### src/rtl/alu_pkg.sv
// Shared encodings for the 16-bit ALU and the sequential divider that drives it.
package alu_pkg;

   localparam logic [2:0] ALU_OP_AND = 3'b000;
   localparam logic [2:0] ALU_OP_OR  = 3'b001;
   localparam logic [2:0] ALU_OP_ADD = 3'b010;

   localparam int DIV_ITER = 16;

   typedef enum logic [1:0] {
      IDLE = 2'd0,
      CALC = 2'd1,
      DONE = 2'd2
   } div_state_t;

endpackage

### src/rtl/alu_seq_divider_if.sv
// Start/done handshake bundle between an issuing stage and the sequential divider.
interface alu_seq_divider_if #(
   parameter int WIDTH = 16
);
   logic             start;
   logic [WIDTH-1:0] dividend;
   logic [WIDTH-1:0] divisor;
   logic             ready;
   logic             done;
   logic [WIDTH-1:0] quotient;
   logic [WIDTH-1:0] remainder;
   logic             div_by_zero;

   modport master (
      output start, dividend, divisor,
      input  ready, done, quotient, remainder, div_by_zero
   );

   modport slave (
      input  start, dividend, divisor,
      output ready, done, quotient, remainder, div_by_zero
   );
endinterface

### src/rtl/alu16bit.sv
// 16-bit ALU slice: optional operand inversion, carry-in, and AND/OR/ADD select.
module alu16bit
   import alu_pkg::*;
(
   input  logic [15:0] a,
   input  logic [15:0] b,
   input  logic        ainvert,
   input  logic        binvert,
   input  logic        cin,
   input  logic [2:0]  op,
   output logic [15:0] result,
   output logic        cout
);

   logic [15:0] aa;
   logic [15:0] bb;
   logic [15:0] sum;

   assign aa = ainvert ? ~a : a;
   assign bb = binvert ? ~b : b;
   assign {cout, sum} = {1'b0, aa} + {1'b0, bb} + {16'd0, cin};

   always_comb begin
      result = '0;
      case (op)
         ALU_OP_AND: result = aa & bb;
         ALU_OP_OR:  result = aa | bb;
         ALU_OP_ADD: result = sum;
         default:    result = '0;
      endcase
   end

endmodule

### src/rtl/alu_seq_divider.sv
// Multi-cycle unsigned restoring divider; one ALU subtract per iteration, cout = no-borrow.
module alu_seq_divider
   import alu_pkg::*;
#(
   parameter int WIDTH = 16
) (
   input  logic              clk,
   input  logic              rst_n,
   alu_seq_divider_if.slave  bus
);

   if (WIDTH != 16) begin : g_width_check
      $error("alu_seq_divider: WIDTH must be 16 to match alu16bit");
   end

   localparam int CNT_W = $clog2(DIV_ITER);
   localparam logic [CNT_W-1:0] LAST_ITER = CNT_W'(DIV_ITER - 1);

   div_state_t       state, state_nxt;
   logic [WIDTH-1:0] d_reg, q_reg, r_reg;
   logic [CNT_W-1:0] cnt;
   logic             dz_reg;

   logic [WIDTH-1:0] s;
   logic             msb, take;
   logic [WIDTH-1:0] alu_result;
   logic             alu_cout;
   logic             alu_ainvert, alu_binvert, alu_cin;
   logic [2:0]       alu_op;

   assign msb  = r_reg[WIDTH-1];
   assign s    = {r_reg[WIDTH-2:0], q_reg[WIDTH-1]};
   // A 1 shifted out of R means S >= 2^16 > D, so the wrapped ALU result is the true difference.
   assign take = alu_cout | msb;

   alu16bit u_alu (
      .a       (s),
      .b       (d_reg),
      .ainvert (alu_ainvert),
      .binvert (alu_binvert),
      .cin     (alu_cin),
      .op      (alu_op),
      .result  (alu_result),
      .cout    (alu_cout)
   );

   always_ff @(posedge clk or negedge rst_n) begin
      if (!rst_n) state <= IDLE;
      else        state <= state_nxt;
   end

   always_comb begin
      state_nxt   = state;
      bus.ready   = 1'b0;
      bus.done    = 1'b0;
      alu_ainvert = 1'b0;
      alu_binvert = 1'b1;
      alu_cin     = 1'b1;
      alu_op      = ALU_OP_ADD;
      case (state)
         IDLE: begin
            bus.ready = 1'b1;
            if (bus.start) state_nxt = (bus.divisor == '0) ? DONE : CALC;
         end
         CALC: if (cnt == LAST_ITER) state_nxt = DONE;
         DONE: begin
            bus.done  = 1'b1;
            state_nxt = IDLE;
         end
         default: state_nxt = IDLE;
      endcase
   end

   always_ff @(posedge clk or negedge rst_n) begin
      if (!rst_n) begin
         d_reg  <= '0;
         q_reg  <= '0;
         r_reg  <= '0;
         cnt    <= '0;
         dz_reg <= 1'b0;
      end else begin
         case (state)
            IDLE: if (bus.start) begin
               d_reg <= bus.divisor;
               cnt   <= '0;
               // Divide-by-zero pre-loads the architectural result and skips iteration.
               if (bus.divisor == '0) begin
                  q_reg  <= '1;
                  r_reg  <= bus.dividend;
                  dz_reg <= 1'b1;
               end else begin
                  q_reg  <= bus.dividend;
                  r_reg  <= '0;
                  dz_reg <= 1'b0;
               end
            end
            CALC: begin
               r_reg <= take ? alu_result : s;
               q_reg <= {q_reg[WIDTH-2:0], take};
               cnt   <= cnt + 1'b1;
            end
            default: ;
         endcase
      end
   end

   assign bus.quotient    = q_reg;
   assign bus.remainder   = r_reg;
   assign bus.div_by_zero = dz_reg;

endmodule

### src/flat_wrapper.sv
// flat-port wrapper written by rule: the top's interface ports become plain ports
module alu_seq_divider_flat import alu_pkg::*;
#(
   parameter int WIDTH = 16
)
  (clk, rst_n, bus_start, bus_dividend, bus_divisor, bus_ready, bus_done, bus_quotient, bus_remainder, bus_div_by_zero);
  alu_seq_divider_if #(.WIDTH(WIDTH)) bus_i ();
  input  logic clk;
  input  logic rst_n;
  input wire logic [$bits(bus_i.start)-1:0] bus_start;
  input wire logic [$bits(bus_i.dividend)-1:0] bus_dividend;
  input wire logic [$bits(bus_i.divisor)-1:0] bus_divisor;
  output wire logic [$bits(bus_i.ready)-1:0] bus_ready;
  output wire logic [$bits(bus_i.done)-1:0] bus_done;
  output wire logic [$bits(bus_i.quotient)-1:0] bus_quotient;
  output wire logic [$bits(bus_i.remainder)-1:0] bus_remainder;
  output wire logic [$bits(bus_i.div_by_zero)-1:0] bus_div_by_zero;
  assign bus_i.start = bus_start;
  assign bus_i.dividend = bus_dividend;
  assign bus_i.divisor = bus_divisor;
  assign bus_ready = bus_i.ready;
  assign bus_done = bus_i.done;
  assign bus_quotient = bus_i.quotient;
  assign bus_remainder = bus_i.remainder;
  assign bus_div_by_zero = bus_i.div_by_zero;
  alu_seq_divider #(.WIDTH(WIDTH)) u_core (.clk(clk), .rst_n(rst_n), .bus(bus_i));
endmodule
### config.mk
export PLATFORM = sky130hd
export DESIGN_NAME = alu_seq_divider_flat
export DESIGN_NICKNAME = d
export VERILOG_FILES = /design/src/rtl/alu_pkg.sv /design/src/rtl/alu_seq_divider_if.sv /design/src/rtl/alu16bit.sv /design/src/rtl/alu_seq_divider.sv /design/src/flat_wrapper.sv
export SDC_FILE = /design/constraint.sdc
export NUM_CORES = 1
export LEC_CHECK = 0
export BUFFER_PORTS_ARGS = -buffer_cell sky130_fd_sc_hd__buf_2
export CORE_MARGIN = 1
export CORE_UTILIZATION = 61
export CTS_BUF_LIST = sky130_fd_sc_hd__clkbuf_4 sky130_fd_sc_hd__clkbuf_8
export DETAILED_ROUTE_END_ITERATION = 16
export GPL_TIMING_DRIVEN = 1
export PLACE_DENSITY = 0.9
export SYNTH_ARGS = -nofsm -noshare
export SYNTH_HDL_FRONTEND = slang
export SYNTH_SLANG_ARGS = --single-unit
### constraint.sdc
create_clock -name clk -period 3.7 [get_ports clk]
set_input_delay 0.37 -clock clk [delete_from_list [all_inputs] [get_ports clk]]
set_output_delay 0.37 -clock clk [all_outputs]
set_load 0.05 [all_outputs]
==> flow_metrics.py <==
metrics = {
    "synth": {
        "syn_inst": 387,
        "ys_seq_area_frac": 0.414,
        "ys_seq_elements": 55,
        "ys_warn_count": 0,
        "synthTopCellsByArea": "dfrtp_1 41%, ha_1 6.4%, o21ai_0 6.3%",
        "ys.flop_type": "dfrtp_1",
        "synth_cell_types": 53,
        "async_flop_share": 1.00,
        "synth-edff-count": 0,
        "synth_area_um2": 3330,
        "yosysTopAreaCellShare": 0.414,
        "syn_avg_cell_area_um2": 8.60,
        "synth.net_count": 440,
        "synth_area_leader_cell": "dfrtp_1",
    },
    "sta": {
        "fmax_ghz": 0.352,
        "setup_ws_ps": 855,
        "final.setup_skew_ps": 10.5,
        "drv_slew": 0,
        "tns_ps": 0,
        "rsz0062_at_grt": "false",
        "setup_viol": 0,
        "period_minus_slack_ps": 2840,
        "min_period_over_period": 0.769,
        "maxSlewHeadroom": 0.182,
        "tightest_slew_ps": 1220,
        "final-hold-violation-count": 0,
    },
    "die": {
        "core_um2": 5170,
        "initial_core_util": 0.643,
        "die_y_um": 75.9,
        "pin_count": 70,
        "die_area_um2": 5760,
        "die_w_um": 75.9,
        "rows": 26,
    },
    "grt": {
        "met3_usage": 0.0529,
        "use_met2": 0.544,
        "track_usage": 0.333,
        "use_met1": 0.457,
        "top_usage_layer": "met2",
        "grt_start_max_net_pins": 38,
        "gr-total-overflow": 0,
        "first_global_vias": 2924,
        "grt_first_pass_wirelength_um": 14300,
        "antenna_found_initial": 0,
    },
    "placed_design": {
        "portBuffers": 69,
        "hpwl_um": 6620,
        "gp_congestion": 0.995,
        "dp_slack_ps": 910,
    },
    "worst_setup_path": {
        "start_kind": "register",
        "end_kind": "register",
        "reg2regPathDepth": 10,
        "r2r-start": "u_core.bus.quotient[15]$_DFFE_PN0P_",
        "r2r_end": "u_core.bus.remainder[7]$_DFFE_PN0P_",
        "rrSetupSlack_ps": 860,
        "cp_max_fo": 9,
        "arrival_ps": 3080,
        "worstPathRequired_ps": 3940,
        "setup.worst_path.class": "reg -> reg",
    },
    "detailed_routing": {
        "vias": 3261,
        "routed_via_density": 6.33,
        "drtPass1Iterations": 5,
        "wl_per_cell_um": 17.6,
        "antenna_left": 0,
        "wirelength_um": 9050,
        "initialDrtViolationCount": 371,
        "route.detailed.drc": 0,
    },
    "clocking": {
        "hold_buffers": 0,
        "clkSinkCount": 55,
        "numCtsBuffers": 5,
        "h-tree-depth": 2,
        "root_buffer": "clkbuf_8",
        "cts_tree": "yes",
        "clockBufferDepth": 2,
        "insertion_delay_ps": 310,
        "cts_setup_buffers": 0,
        "cts_resized": 0,
        "clk_pin_slew_worst_paths_ps": 100,
    },
    "layout": {
        "layout.nets": 497,
        "antennaDiodeCount": 0,
        "fin_util": 0.738,
        "nFillCells": 392,
        "synthToLayoutAreaGrowth_pct": 14.7,
        "drive_gt1_frac": 0.202,
    },
    "run": {
        "maxCapViolCount": 0,
    },
    "hold_path": {
        "hp-class": "in -> async",
    },
    "run_status": {
        "outcome": "complete, no violations",
    },
}
## synthesized netlist by cell type (all sizes together), types with 3 or more instances
cell type / number
dfrtp: 55
xor2: 3
a211oi: 3
buf: 6
clkbuf: 17
a21oi: 34
nor2b: 4
nor4: 4
and3: 4
a21o: 3
o21a: 6
or3: 3
nand2: 46
nand2b: 6
nand4: 3
a221oi: 8
ha: 17
nor2: 32
o21ai: 48
nand3: 7
xnor2: 7
a22oi: 19
inv: 21
## worst max-delay path by stage
stage	from	to	slack (ps)
detailed placement	u_core.bus.quotient[15]$_DFFE_PN0P_	u_core.bus.remainder[7]$_DFFE_PN0P_	910
global route	u_core.bus.quotient[15]$_DFFE_PN0P_	u_core.bus.remainder[3]$_DFFE_PN0P_	610
floorplan	u_core.bus.quotient[15]$_DFFE_PN0P_	u_core.bus.remainder[0]$_DFFE_PN0P_	850
CTS	u_core.bus.quotient[15]$_DFFE_PN0P_	u_core.bus.remainder[7]$_DFFE_PN0P_	910
finish	u_core.bus.quotient[15]$_DFFE_PN0P_	u_core.bus.remainder[7]$_DFFE_PN0P_	860
global placement	u_core.bus.quotient[15]$_DFFE_PN0P_	u_core.bus.remainder[0]$_DFFE_PN0P_	1050
## area by class of cell
class | count | area [um^2] | area share
Inverter | 21 | 78.8 | 0.0206
Clock buffer | 6 | 76.3 | 0.0200
Multi-Input combinational cell | 288 | 1780 | 0.467
Sequential cell | 55 | 1380 | 0.361
Tap cell | 70 | 87.6 | 0.0229
Timing Repair Buffer | 73 | 375 | 0.0983
Clock inverter | 2 | 38.8 | 0.0102
## per-layer routing
| metal | vias to the layer above | share of wire |
|---|---|---|
| met1 | 1533 | 0.41 |
| li1 | 1500 | - |
| met3 | 29 | 0.084 |
| met2 | 199 | 0.48 |
| met5 | - | 0 |
| met4 | 0 | 0.025 |
## through the flow
step	area (um^2)	instances	hold slack, ps
5_1_grt	3820	515	85.6
3_3_place_gp	3700	507	381
6_report	3820	515	39.5
3_5_place_dp	3700	507	389
2_1_floorplan	3330	387	74.4
4_1_cts	3820	515	57.8
## worst max-delay path, stage by stage, from the launching register on
cell and delay [ps]:
dfrtp_1 400, inv_1 60, ha_1 240, fa_1 400, nand2b_1 200, a21oi_1 280, o21a_1 220, a21boi_1 150
nor2_1 490, a22oi_1 170, a21oi_1 180
## layout by cell type, fill, tap and decap left out, types with 2 or more instances in the layout
| cell type | netlist | routed |
|---|---|---|
| or3_1 | 3 | 3 |
| and2_1 | 2 | 2 |
| nor4_1 | 4 | 4 |
| o22ai_1 | 2 | 2 |
| a21oi_2 | 2 | 2 |
| o21ai_0 | 42 | 42 |
| nor2b_1 | 3 | 3 |
| inv_1 | 21 | 21 |
| dfrtp_1 | 55 | 55 |
| nand3b_1 | 2 | 2 |
| a211oi_1 | 3 | 3 |
| o21ai_1 | 6 | 6 |
| clkbuf_8 | 0 | 5 |
| buf_2 | 6 | 69 |
| o21a_1 | 6 | 6 |
| xnor2_1 | 7 | 7 |
| o211a_1 | 2 | 2 |
| and3_1 | 4 | 4 |
| nand2_1 | 46 | 46 |
| a21oi_1 | 32 | 32 |
| ha_1 | 17 | 17 |
| nand3_1 | 7 | 7 |
| a221oi_1 | 7 | 7 |
| xor2_1 | 3 | 3 |
| nor2_1 | 32 | 32 |
| buf_4 | 0 | 4 |
| nand4_1 | 3 | 3 |
| a21o_1 | 3 | 3 |
| nand2b_1 | 6 | 6 |
| o211ai_1 | 2 | 2 |
| a22oi_1 | 19 | 19 |
## logic make-up (layout without fill, tap and decap cells)
logic type               Yosys count  in the layout  synth area share
AO/OA/AOI/OAI                    140            140             0.266
AND/OR/NAND/NOR                  117            117             0.162
flip-flops                        55             55             0.414
buffers and inverters             44            102            0.0519
adder cells (fa/ha/maj)           18             18            0.0699
XOR/XNOR                          10             10            0.0263
multiplexers                       3              3           0.00977
Power is not shown: default switching activity piles up to over one toggle a cycle in this logic, so the estimate is an artifact.
